--- src/rtl/nmcu_instr_ingress_fifo_if.sv ---
// Valid/ready instruction stream carrying one packed instruction word per beat.
// The master side owns valid and instr; the slave side owns ready.
interface nmcu_instr_ingress_fifo_if #(
  parameter int INSTR_W = 64
);
  logic               valid;
  logic               ready;
  logic [INSTR_W-1:0] instr;

  modport master (
    output valid,
    output instr,
    input  ready
  );

  modport slave (
    input  valid,
    input  instr,
    output ready
  );
endinterface

--- src/rtl/nmcu_instr_ingress_fifo.sv ---
// Instruction ingress queue between the chiplet interconnect and the NMCU decoder.
// Holds up to DEPTH instructions, applies real backpressure upstream, presents
// entries in order downstream one cycle after they are accepted, and latches a
// sticky error when the upstream side breaks the valid/ready hold rule.
module nmcu_instr_ingress_fifo #(
  parameter int DEPTH    = 4,
  parameter int INSTR_W  = 64,
  parameter int AF_LEVEL = 3
) (
  input  logic                       clk,
  input  logic                       rst,
  input  logic                       flush,
  nmcu_instr_ingress_fifo_if.slave   in_bus,
  nmcu_instr_ingress_fifo_if.master  out_bus,
  output logic [$clog2(DEPTH+1)-1:0] count,
  output logic                       almost_full,
  output logic                       proto_err
);

  localparam int PW = $clog2(DEPTH);
  localparam int CW = $clog2(DEPTH + 1);

  localparam logic [CW-1:0] DEPTH_C = CW'(DEPTH);
  localparam logic [CW-1:0] AF_C    = CW'(AF_LEVEL);
  localparam logic [PW-1:0] PTR_ONE = PW'(1);
  localparam logic [CW-1:0] CNT_ONE = CW'(1);

  logic [INSTR_W-1:0] mem [DEPTH];

  logic [PW-1:0]      wr_ptr, wr_ptr_next;
  logic [PW-1:0]      rd_ptr, rd_ptr_next;
  logic [CW-1:0]      count_next;
  logic               almost_full_next;
  logic               stalled_q, stalled_next;
  logic [INSTR_W-1:0] held_instr_q;
  logic               proto_err_next;
  logic               proto_viol;

  logic               in_ready_int;
  logic               out_valid_int;
  logic               push;
  logic               pop;

  // Handshake flags come straight from the registered occupancy, so neither
  // ready nor valid has a combinational path from the opposite side.
  assign in_ready_int  = (count != DEPTH_C);
  assign out_valid_int = (count != '0);
  assign push          = in_bus.valid & in_ready_int;
  assign pop           = out_valid_int & out_bus.ready;

  assign in_bus.ready  = in_ready_int;
  assign out_bus.valid = out_valid_int;
  // The storage is never cleared, so the head word is masked to zero while
  // the queue is empty to keep stale data off the decoder bus.
  assign out_bus.instr = out_valid_int ? mem[rd_ptr] : '0;

  // A beat that stalled last cycle must be re-presented unchanged this cycle.
  assign proto_viol = stalled_q &
                      (!in_bus.valid || (in_bus.instr != held_instr_q));

  // Next-state for pointers, occupancy and status flags; flush discards any
  // push or pop that coincides with it.
  always_comb begin
    wr_ptr_next      = wr_ptr;
    rd_ptr_next      = rd_ptr;
    count_next       = count;
    almost_full_next = 1'b0;
    stalled_next     = in_bus.valid & ~in_ready_int;
    proto_err_next   = proto_err | proto_viol;

    if (flush) begin
      wr_ptr_next = '0;
      rd_ptr_next = '0;
      count_next  = '0;
    end else begin
      if (push) begin
        wr_ptr_next = wr_ptr + PTR_ONE;
      end
      if (pop) begin
        rd_ptr_next = rd_ptr + PTR_ONE;
      end
      unique case ({push, pop})
        2'b10:   count_next = count + CNT_ONE;
        2'b01:   count_next = count - CNT_ONE;
        default: count_next = count;
      endcase
    end

    almost_full_next = (count_next >= AF_C);
  end

  // Control and status registers.
  always_ff @(posedge clk) begin
    if (rst) begin
      wr_ptr       <= '0;
      rd_ptr       <= '0;
      count        <= '0;
      almost_full  <= 1'b0;
      stalled_q    <= 1'b0;
      held_instr_q <= '0;
      proto_err    <= 1'b0;
    end else begin
      wr_ptr       <= wr_ptr_next;
      rd_ptr       <= rd_ptr_next;
      count        <= count_next;
      almost_full  <= almost_full_next;
      stalled_q    <= stalled_next;
      held_instr_q <= in_bus.instr;
      proto_err    <= proto_err_next;
    end
  end

  // Entry storage, written on an accepted push that is not being flushed.
  always_ff @(posedge clk) begin
    if (push && !flush && !rst) begin
      mem[wr_ptr] <= in_bus.instr;
    end
  end

endmodule

--- src/flat_wrapper.sv ---
// flat-port wrapper written by rule: the top's interface ports become plain ports
module nmcu_instr_ingress_fifo_flat 
#(
  parameter int DEPTH    = 4,
  parameter int INSTR_W  = 64,
  parameter int AF_LEVEL = 3
)
  (clk, rst, flush, count, almost_full, proto_err, in_bus_valid, in_bus_instr, in_bus_ready, out_bus_valid, out_bus_instr, out_bus_ready);
  nmcu_instr_ingress_fifo_if #(.INSTR_W(INSTR_W)) in_bus_i ();
  nmcu_instr_ingress_fifo_if #(.INSTR_W(INSTR_W)) out_bus_i ();
  input  logic clk;
  input  logic rst;
  input  logic flush;
  output logic [$clog2(DEPTH+1)-1:0] count;
  output logic almost_full;
  output logic proto_err;
  input wire logic [$bits(in_bus_i.valid)-1:0] in_bus_valid;
  input wire logic [$bits(in_bus_i.instr)-1:0] in_bus_instr;
  output wire logic [$bits(in_bus_i.ready)-1:0] in_bus_ready;
  output wire logic [$bits(out_bus_i.valid)-1:0] out_bus_valid;
  output wire logic [$bits(out_bus_i.instr)-1:0] out_bus_instr;
  input wire logic [$bits(out_bus_i.ready)-1:0] out_bus_ready;
  assign in_bus_i.valid = in_bus_valid;
  assign in_bus_i.instr = in_bus_instr;
  assign in_bus_ready = in_bus_i.ready;
  assign out_bus_valid = out_bus_i.valid;
  assign out_bus_instr = out_bus_i.instr;
  assign out_bus_i.ready = out_bus_ready;
  nmcu_instr_ingress_fifo #(.DEPTH(DEPTH), .INSTR_W(INSTR_W), .AF_LEVEL(AF_LEVEL)) u_core (.clk(clk), .rst(rst), .flush(flush), .in_bus(in_bus_i), .out_bus(out_bus_i), .count(count), .almost_full(almost_full), .proto_err(proto_err));
endmodule
--- config.mk ---
export PLATFORM = sky130hd
export DESIGN_NAME = nmcu_instr_ingress_fifo_flat
export DESIGN_NICKNAME = d
export VERILOG_FILES = /design/src/rtl/nmcu_instr_ingress_fifo_if.sv /design/src/rtl/nmcu_instr_ingress_fifo.sv /design/src/flat_wrapper.sv
export SDC_FILE = /design/constraint.sdc
export NUM_CORES = 1
export LEC_CHECK = 0
export ABC_AREA = 1
export BUFFER_PORTS_ARGS = -buffer_cell sky130_fd_sc_hd__clkbuf_2
export CAP_MARGIN = 10
export CORE_MARGIN = 8
export CORE_UTILIZATION = 58
export CTS_CLUSTER_DIAMETER = 80
export DETAILED_ROUTE_END_ITERATION = 6
export MAX_ROUTING_LAYER = met4
export PLACE_DENSITY = 0.79
export SYNTH_ARGS = -nofsm -noshare
export SYNTH_HDL_FRONTEND = slang
export SYNTH_SLANG_ARGS = --single-unit
--- constraint.sdc ---
create_clock -name clk -period 4.6 [get_ports clk]
set_input_delay 0.46 -clock clk [delete_from_list [all_inputs] [get_ports clk]]
set_output_delay 0.46 -clock clk [all_outputs]
set_load 0.02 [all_outputs]
Word-level counts from Yosys, hierarchy flattened
Memories as Yosys holds them, arrays and structs flattened. A register that Yosys moved wholly into a read port is not among the register bits. Index checks and enable logic that the tools add are counted.

Register bits after elaboration: 74. RAM bits: 256. Input bits: 69. Logic and storage cells: 38. Memories kept: 1.

Add/sub/neg operators: 4. $lt $le $gt $ge: 1. Equal/unequal tests: 4. Mux-type cells: 7. Bitwise logic cells: 6. Reduce and logical (&&, ||, !) cells: 8.

Memories: u_core.mem (depth 4, bits a word 64, read ports 1, clocked after memory_dff 1, wr ports 1, line nmcu_instr_ingress_fifo.sv:28) `logic [INSTR_W-1:0] mem [DEPTH];`.

Operator list (count): $mux 64 (1); $ne 64x64->1 (1); $pmux 3 s2 (1); $add 2x1->2 const B (2); $and 1x1->1 (4); $mux 2 (2); $add 3x1->3 const B (1); $ge 3x2->1 const B (1); $logic_not 1->1 (3); $mux 3 (1); $ne 3x3->1 const B (1); $reduce_bool 3->1 (1); $sub 3x1->3 const B (1); $eq 2x1->1 const B (1); $eq 2x2->1 const B (1); $logic_and 1x1->1 (2); $mux 1 (2); $reduce_or 2->1 (1); $logic_or 1x1->1 (1); $not 1->1 (1); $or 1x1->1 (1).

Depth between registers and ports, before layout
Gate-level depths: netlist (run 1).

Word-level depth: 6. Depth in mapped cells: 12. Gate-level depth less buffers: 12.

Worst setup path after synthesis (run 1)
No wires, ideal clock.

Path kind: register to register. Start point: register u_core.count[0]. End point: memory u_core.mem[0][0] (enable). Setup time: 0.486 ns. Arrival time: 3.638 ns. Required time: 4.114 ns. Slack: 0.476 ns. Cell stages (with the launch flop): 5. Buffers on the path: 0. Cell sequence: dfxtp_1 nor3_1 nor2_1 nand2_1 nor2_1.

Longest elaborated chain between the ends: 6.

RTL lines: start: declaration (line nmcu_instr_ingress_fifo.sv:15) `output logic [$clog2(DEPTH+1)-1:0] count,`; start signal: assignment (line nmcu_instr_ingress_fifo.sv:105) `count <= count_next;`; $ne 3x3->1 (line nmcu_instr_ingress_fifo.sv:46) `assign in_ready_int = (count != DEPTH_C);`; $and 1x1->1 (line nmcu_instr_ingress_fifo.sv:48) `assign push = in_bus.valid & in_ready_int;`; $logic_and 1x1->1 (2 in series) (line nmcu_instr_ingress_fifo.sv:115) `if (push && !flush && !rst) begin`; $mux 1 (line nmcu_instr_ingress_fifo.sv:115); $mux 1 (not written as such) (line nmcu_instr_ingress_fifo.sv:116) `mem[wr_ptr] <= in_bus.instr;`; end: declaration (line nmcu_instr_ingress_fifo.sv:28).

No other way between the ends.

==> impl_results.md, run 1 <==
- Crit Path Max Fanout: 86
- Num rows: 55
- Layout cells sized above 1: 0.154
- Mapped Cells: 1237
- Via count: 9030
- Tmin final: 3.56 ns
- First-pass GRT wire length: roughly 47000 um
- GRT overflow: 0
- Synth-to-Final Area Change: 15.4%
- Root Driver: clkbuf_16
- Hold WC Path Type: in -> reg
- Max-cap viol count: 0
- Asr flop ratio synth: 0
- Num CTS Buffers: 35
- I/O pin total: 140
- Initial antenna violation count: 0
- Die width: 167 um
- Layout Nets: around 1400
- Synth top cells by count: 371 x nor2_1, 256 x edfxtp_1, 134 x o21ai_0, 108 x nand2_1, 106 x inv_1
- Global-route usage over all layers: 0.212
- R2R Setup Slk: between 1.5 and 2 ns
- Number of H-tree levels: 2
- Total routed wirelength: 28900 um
- Startpoint types: flip-flop
- Vias in the first global route: between 9000 and 10000
- Resized cells post-CTS: 0
- WHS Path Cells: 1
- P_leak: ~6.1 nW
- Least-Margin Pin Slew: ~1.0 ns
- Yosys top cell by area: edfxtp_1
- Pin count of the biggest net entering global routing: 87
- Pwr dens: 432 nW/um2
- FF-to-FF path depth: 5
- Drt drc: 0
- Unrepaired setup endpoints after global routing: false
- Worst setup EP type: output pin
- CTS tree: built
- Syn Area/Cell: around 11 um2
- Final worst setup slack: 1.04 ns
- Mapped Area: 13200 um2
- Worst r2r src: u_core.count[0]
- 1st-iter DRT viols: 838
- Final non-filler cell area: 15300 um2
- Die Y: 167 um
- Top-count cell post-synth: nor2_1
- Clk slew on worst S/H paths: 0.06 ns
- Fin crit share: 0.773
- Critical Path AT: between 3 and 4 ns
- Fmax: 281 MHz
- Synth unique cells: 27
- Max rail drop VDD: 0.366 mV
- Hold EP: u_core.mem[1][17]
- CORE AREA: 22500 um2
- Status: complete, no violations
- Post-CTS Setup Bufs: 0
- Post-synth EDFFs: ~260
- Setup TNS: 0 ns
- Hold-fix buffers, CTS: 0
- Detailed placement HPWL: 17200 um
- Number of diodes: 0
- Seq/Total Area, Yosys: 0.696
- DIE AREA: 27900 um2
- Power consumption: 0.00659 W
- Effective utilization at floorplan: 0.588
- Area after DPL: ~14000 um2
- Dominant synthesized flop cell: edfxtp_1
- Synth top area cells: edfxtp_1 58%, dfxtp_1 12%, nor2_1 11%
- Critical Path RT: 4.14 ns
- Slew margin rel.: 0.327
- IO buf count: 139
- Layout Skew: 0.0163 ns
- Critical R2R Capture: u_core.mem[0][22]
- Post-synth top area share: 0.581
- # setup viols final: 0
- RePlAce Congestion: between 0.7 and 0.8
- First drt pass iteration count: 5
- YS warnings: 0
- DR WL/cell: around 17 um
- Final hold vios: 0
- Clk Latency, worst-skew pair: 0.50 ns
- Flops & latches, synth: between 300 and 400
- Fin. max-slew vios: 0
- Crit path kind: reg -> out
- Fin util: 0.678
- Worst Hold Launch: in_bus_instr[17]
- CTS max path bufs: 3
- Clock sink count: about 330
- Syn nets: 1312
- Dpl ws: roughly 1.6 ns
- Vias per Instance: 5.38
- Antenna-violating nets left: 0
==> logic make-up after synthesis <==
| kind of cell | Yosys count | share of synthesized area |
|---|---|---|
| AO/OA/AOI/OAI | 219 | 0.0833 |
| flip-flops | 332 | 0.696 |
| buffers and inverters | 164 | 0.0564 |
| adder cells (fa/ha/maj) | 6 | 0.00625 |
| AND/OR/NAND/NOR | 493 | 0.142 |
| XOR/XNOR | 23 | 0.0152 |
==> stage by stage <==
stage | hold slack, ns | instances
floorplan | 0.424 | 1237
global placement | 0.435 | 1615
detailed placement | 0.452 | 1615
CTS | 0.192 | 1678
global route | 0.191 | 1678
finish | 0.207 | 1678
==> flip-flops by register name, indices dropped and copies added (netlist names), named ones only <==
name,flops
u_core.stalled_q,1
u_core.almost_full,1
u_core.wr_ptr,2
u_core.mem,256
u_core.held_instr_q,64
u_core.proto_err,1
u_core.rd_ptr,2
u_core.count,3
==> routing by layer <==
metal / vias to the layer above / routed length, um / GRT usage
met5: - / 0 / -
li1: 4356 / - / -
met2: 323 / 14100 / 0.356
met4: 0 / 690 / 0.0685
met3: 59 / 1720 / 0.0312
met1: 4292 / 12400 / 0.262
==> area by class of cell <==
type,count,area (um2)
well taps,285,357
clock inverters,15,153
multi-input cells,741,3300
inverters,108,407
repair buffers,149,821
clock buffers,48,1010
fillers,1650,7240
flip-flops and latches,332,9210
==> how the worst max path moves through the flow <==
stage / start / to / slack [ns] / depth (start not counted)
after global placement: flip-flop / out_bus_instr[63] / 1.67 / 5
after CTS: flip-flop / out_bus_instr[7] / 1.07 / 5
after detailed placement: flip-flop / out_bus_instr[39] / 1.62 / 5
after global routing: flip-flop / out_bus_instr[39] / 0.77 / 5
after floorplan: u_core.count[0] / u_core.mem[0][0] / 0.48 / 4
final: flip-flop / out_bus_instr[7] / 1.04 / 5
==> layout by cell type (no fill, tap or decap), drive strengths merged <==
| master | count |
|---|---|
| buf | 10 |
| xor2 | 12 |
| xnor2 | 11 |
| edfxtp | 256 |
| fa | 1 |
| clkbuf | 187 |
| clkinvlp | 1 |
| ha | 5 |
| nor4 | 1 |
| a31o | 1 |
| o22ai | 1 |
| inv | 108 |
| nand2 | 108 |
| a21oi | 70 |
| o21ai | 147 |
| nand4 | 1 |
| nor3 | 4 |
| bufinv | 3 |
| dfxtp | 76 |
| nand3 | 6 |
| or2 | 1 |
| clkinv | 11 |
| nor2 | 372 |
==> where the power goes <==
part | internal [W] | switching (W)
registers | 0.00329 | 0.0000293
clock network | 0.00170 | 0.00111
logic | 0.000138 | 0.000325
total | 0.00513 | 0.00146
==> critical path: stages, from the launching register on <==
cell      delay, ns
dfxtp_4        0.70
clkinv_2       0.60
buf_4          0.55
o21ai_0        0.32
a21oi_1        0.13
clkbuf_2       0.21
Power figures use the tool's default switching activity.
==> run 2: changes to the inputs <==
CORE_UTILIZATION = 53   (was 58)
PLACE_DENSITY = 0.76   (was 0.79)
clock period = 3.2 ns   (was 4.6 ns; I/O delays follow)
==> impl_results.md, run 2 (synthesized netlist as in run 1, its figures left out) <==
- Status: complete, no violations
- Number of diodes: 0 (unchanged)
- First-pass GRT wire length: 44700 um (-4.0%)
- Die Y: 174 um (+4.2%)
- Layout Nets: 1450 (+0.55%)
- Clk Latency, worst-skew pair: 0.50 ns (about the same)
- 1st-iter DRT viols: 703 (-16%)
- Antenna-violating nets left: 0 (unchanged)
- Pwr dens: 606 nW/um2 (+40%)
- Layout Skew: 0.0155 ns (-0.000810 ns)
- Most common cell after layout, fill and taps aside: nor2_1
- DR WL/cell: 16.3 um (-5.3%)
- Max rail drop VDD: 0.445 mV (+21%)
- Max reg flops: 256 (unchanged)
- Highest routed layer: met4
- Post-CTS Setup Bufs: 0 (unchanged)
- WL met3: 1620 um (-5.9%)
- Metal1 wirelength: 12400 um (-0.39%)
- Hold WC Path Type: in -> reg
- Num rows: 58 (+5.5%)
- RePlAce Congestion: 0.783 (+3.1%)
- Vias in the first global route: 8620 (-5.8%)
- Fin crit share: 0.825
- Number of H-tree levels: 2 (unchanged)
- Total routed wirelength: 28200 um (-2.3%)
- P_leak: 6.08 nW (+0.41%)
- Startpoint types: flip-flop
- Resized cells post-CTS: 0 (unchanged)
- Clk slew on worst S/H paths: 0.06 ns (about the same)
- I/O pin total: 140 (unchanged)
- Pin count of the biggest net entering global routing: 91 (+4.6%)
- Fin Hold WS: 0.0568 ns (-0.150 ns)
- Global-route usage over all layers: 0.187 (-0.0248)
- Least-Margin Pin Slew: 0.893 ns (-0.114 ns)
- Fin. max-slew vios: 0 (unchanged)
- Num CTS Buffers: 34 (-2.9%)
- Fmax: 379 MHz
- Die width: 174 um (+4.2%)
- Met2 wire length: 13700 um (-2.6%)
- Effective utilization at floorplan: 0.533 (-0.0548)
- Largest registers: u_core.mem (256), u_core.held_instr_q (64), u_core.count (3)
- Fin util: 0.619 (-0.0595)
- Unrepaired setup endpoints after global routing: false
- Final hold vios: 0 (unchanged)
- Crit Path Max Fanout: 35 (-59%)
- Synth-to-Final Area Change: 16.1%
- Drt drc: 0 (unchanged)
- # setup viols final: 0 (unchanged)
- Crit path kind: reg -> out
- Detailed placement HPWL: 17100 um (-0.59%)
- CORE AREA: 24800 um2 (+10%)
- Vias per Instance: 5.09 (-5.4%)
- Setup TNS: 0 ns (unchanged)
- Critical Path RT: 2.88 ns (-1.26 ns)
- GRT overflow: 0 (unchanged)
- Critical Path AT: 2.32 ns (-0.78 ns)
- Initial antenna violation count: 0 (unchanged)
- Slew margin rel.: 0.404 (+0.0775)
- Tmin final: between 2 and 3 ns
- DIE AREA: 30300 um2 (+8.5%)
- CTS max path bufs: 3 (unchanged)
- First drt pass iteration count: 5 (unchanged)
- Layout cells sized above 1: 0.156 (+0.00198)
- Worst setup EP type: output pin
- Power consumption: 0.00931 W (+41%)
- IO buf count: 139 (unchanged)
- Hold-fix buffers, CTS: 0 (unchanged)
- Clock sink count: 332 (unchanged)
- Root Driver: clkbuf_16
- Max-cap viol count: 0 (unchanged)
- CTS tree: built
- Largest Register: u_core.mem
- Most frequent cells in the layout: 367 x nor2_1, 256 x edfxtp_1, 139 x clkbuf_2
- Via count: 8810 (-2.4%)
-- run 2: cell count changes in the layout (fill, tap and decap cells not counted), sizes merged --
cell    change
buf         +9
clkbuf      +3
bufinv      -2
clkinv      -1
inv         -1
-- run 2: path summary, 6_finish.rpt --
kind | to | start | cells past startpoint | slack, ns
hold / removal | u_core.mem[1][17] | in_bus_instr[17] | 1 | 0.06
setup / recovery | out_bus_instr[34] | flip-flop | 6 | 0.56
setup reg to reg | u_core.almost_full | u_core.count[0] | 11 | 0.78
hold reg to reg | flip-flop | u_core.rd_ptr[1] | 2 | 0.47
-- run 2: final cells by class --
cell class | count | area (um2)
clock inverter | 11 | 88.8
fill | 1944 | 9460
inverter | 108 | 407
timing repair buffer | 158 | 901
clock buffer | 51 | 1030
tap | 330 | 413
sequential | 332 | 9210
multi-input combinational | 741 | 3300
-- run 2: per-stage QoR --
step           worst slack [ns]  instances  cell area [um2]
5_1_grt                   0.371       1731            15400
3_3_place_gp              0.875       1669            14200
3_5_place_dp              0.818       1669            14200
6_report                  0.559       1731            15400
2_1_floorplan            -0.924       1237            13200
4_1_cts                   0.531       1731            15400
-- run 2: power breakdown --
part	total (W)	switching [W]	internal [W]
Combinational	0.000668	0.000467	0.000201
Sequential	0.00476	0.0000385	0.00473
Clock	0.00387	0.00156	0.00232
Total	0.00931	0.00206	0.00724
-- run 2: critical path, cell delays in order (launching register included) --
cell	delay, ns
dfxtp_4	0.60
buf_4	0.44
nor2_1	0.09
nor2_1	0.08
o21ai_0	0.09
a21oi_1	0.27
clkbuf_2	0.23
-- run 2: layer usage --
layer,vias up,global-route usage
met3,42,0.0338
met4,0,0.0545
met2,238,0.306
met5,-,-
met1,4161,0.237
li1,4369,-
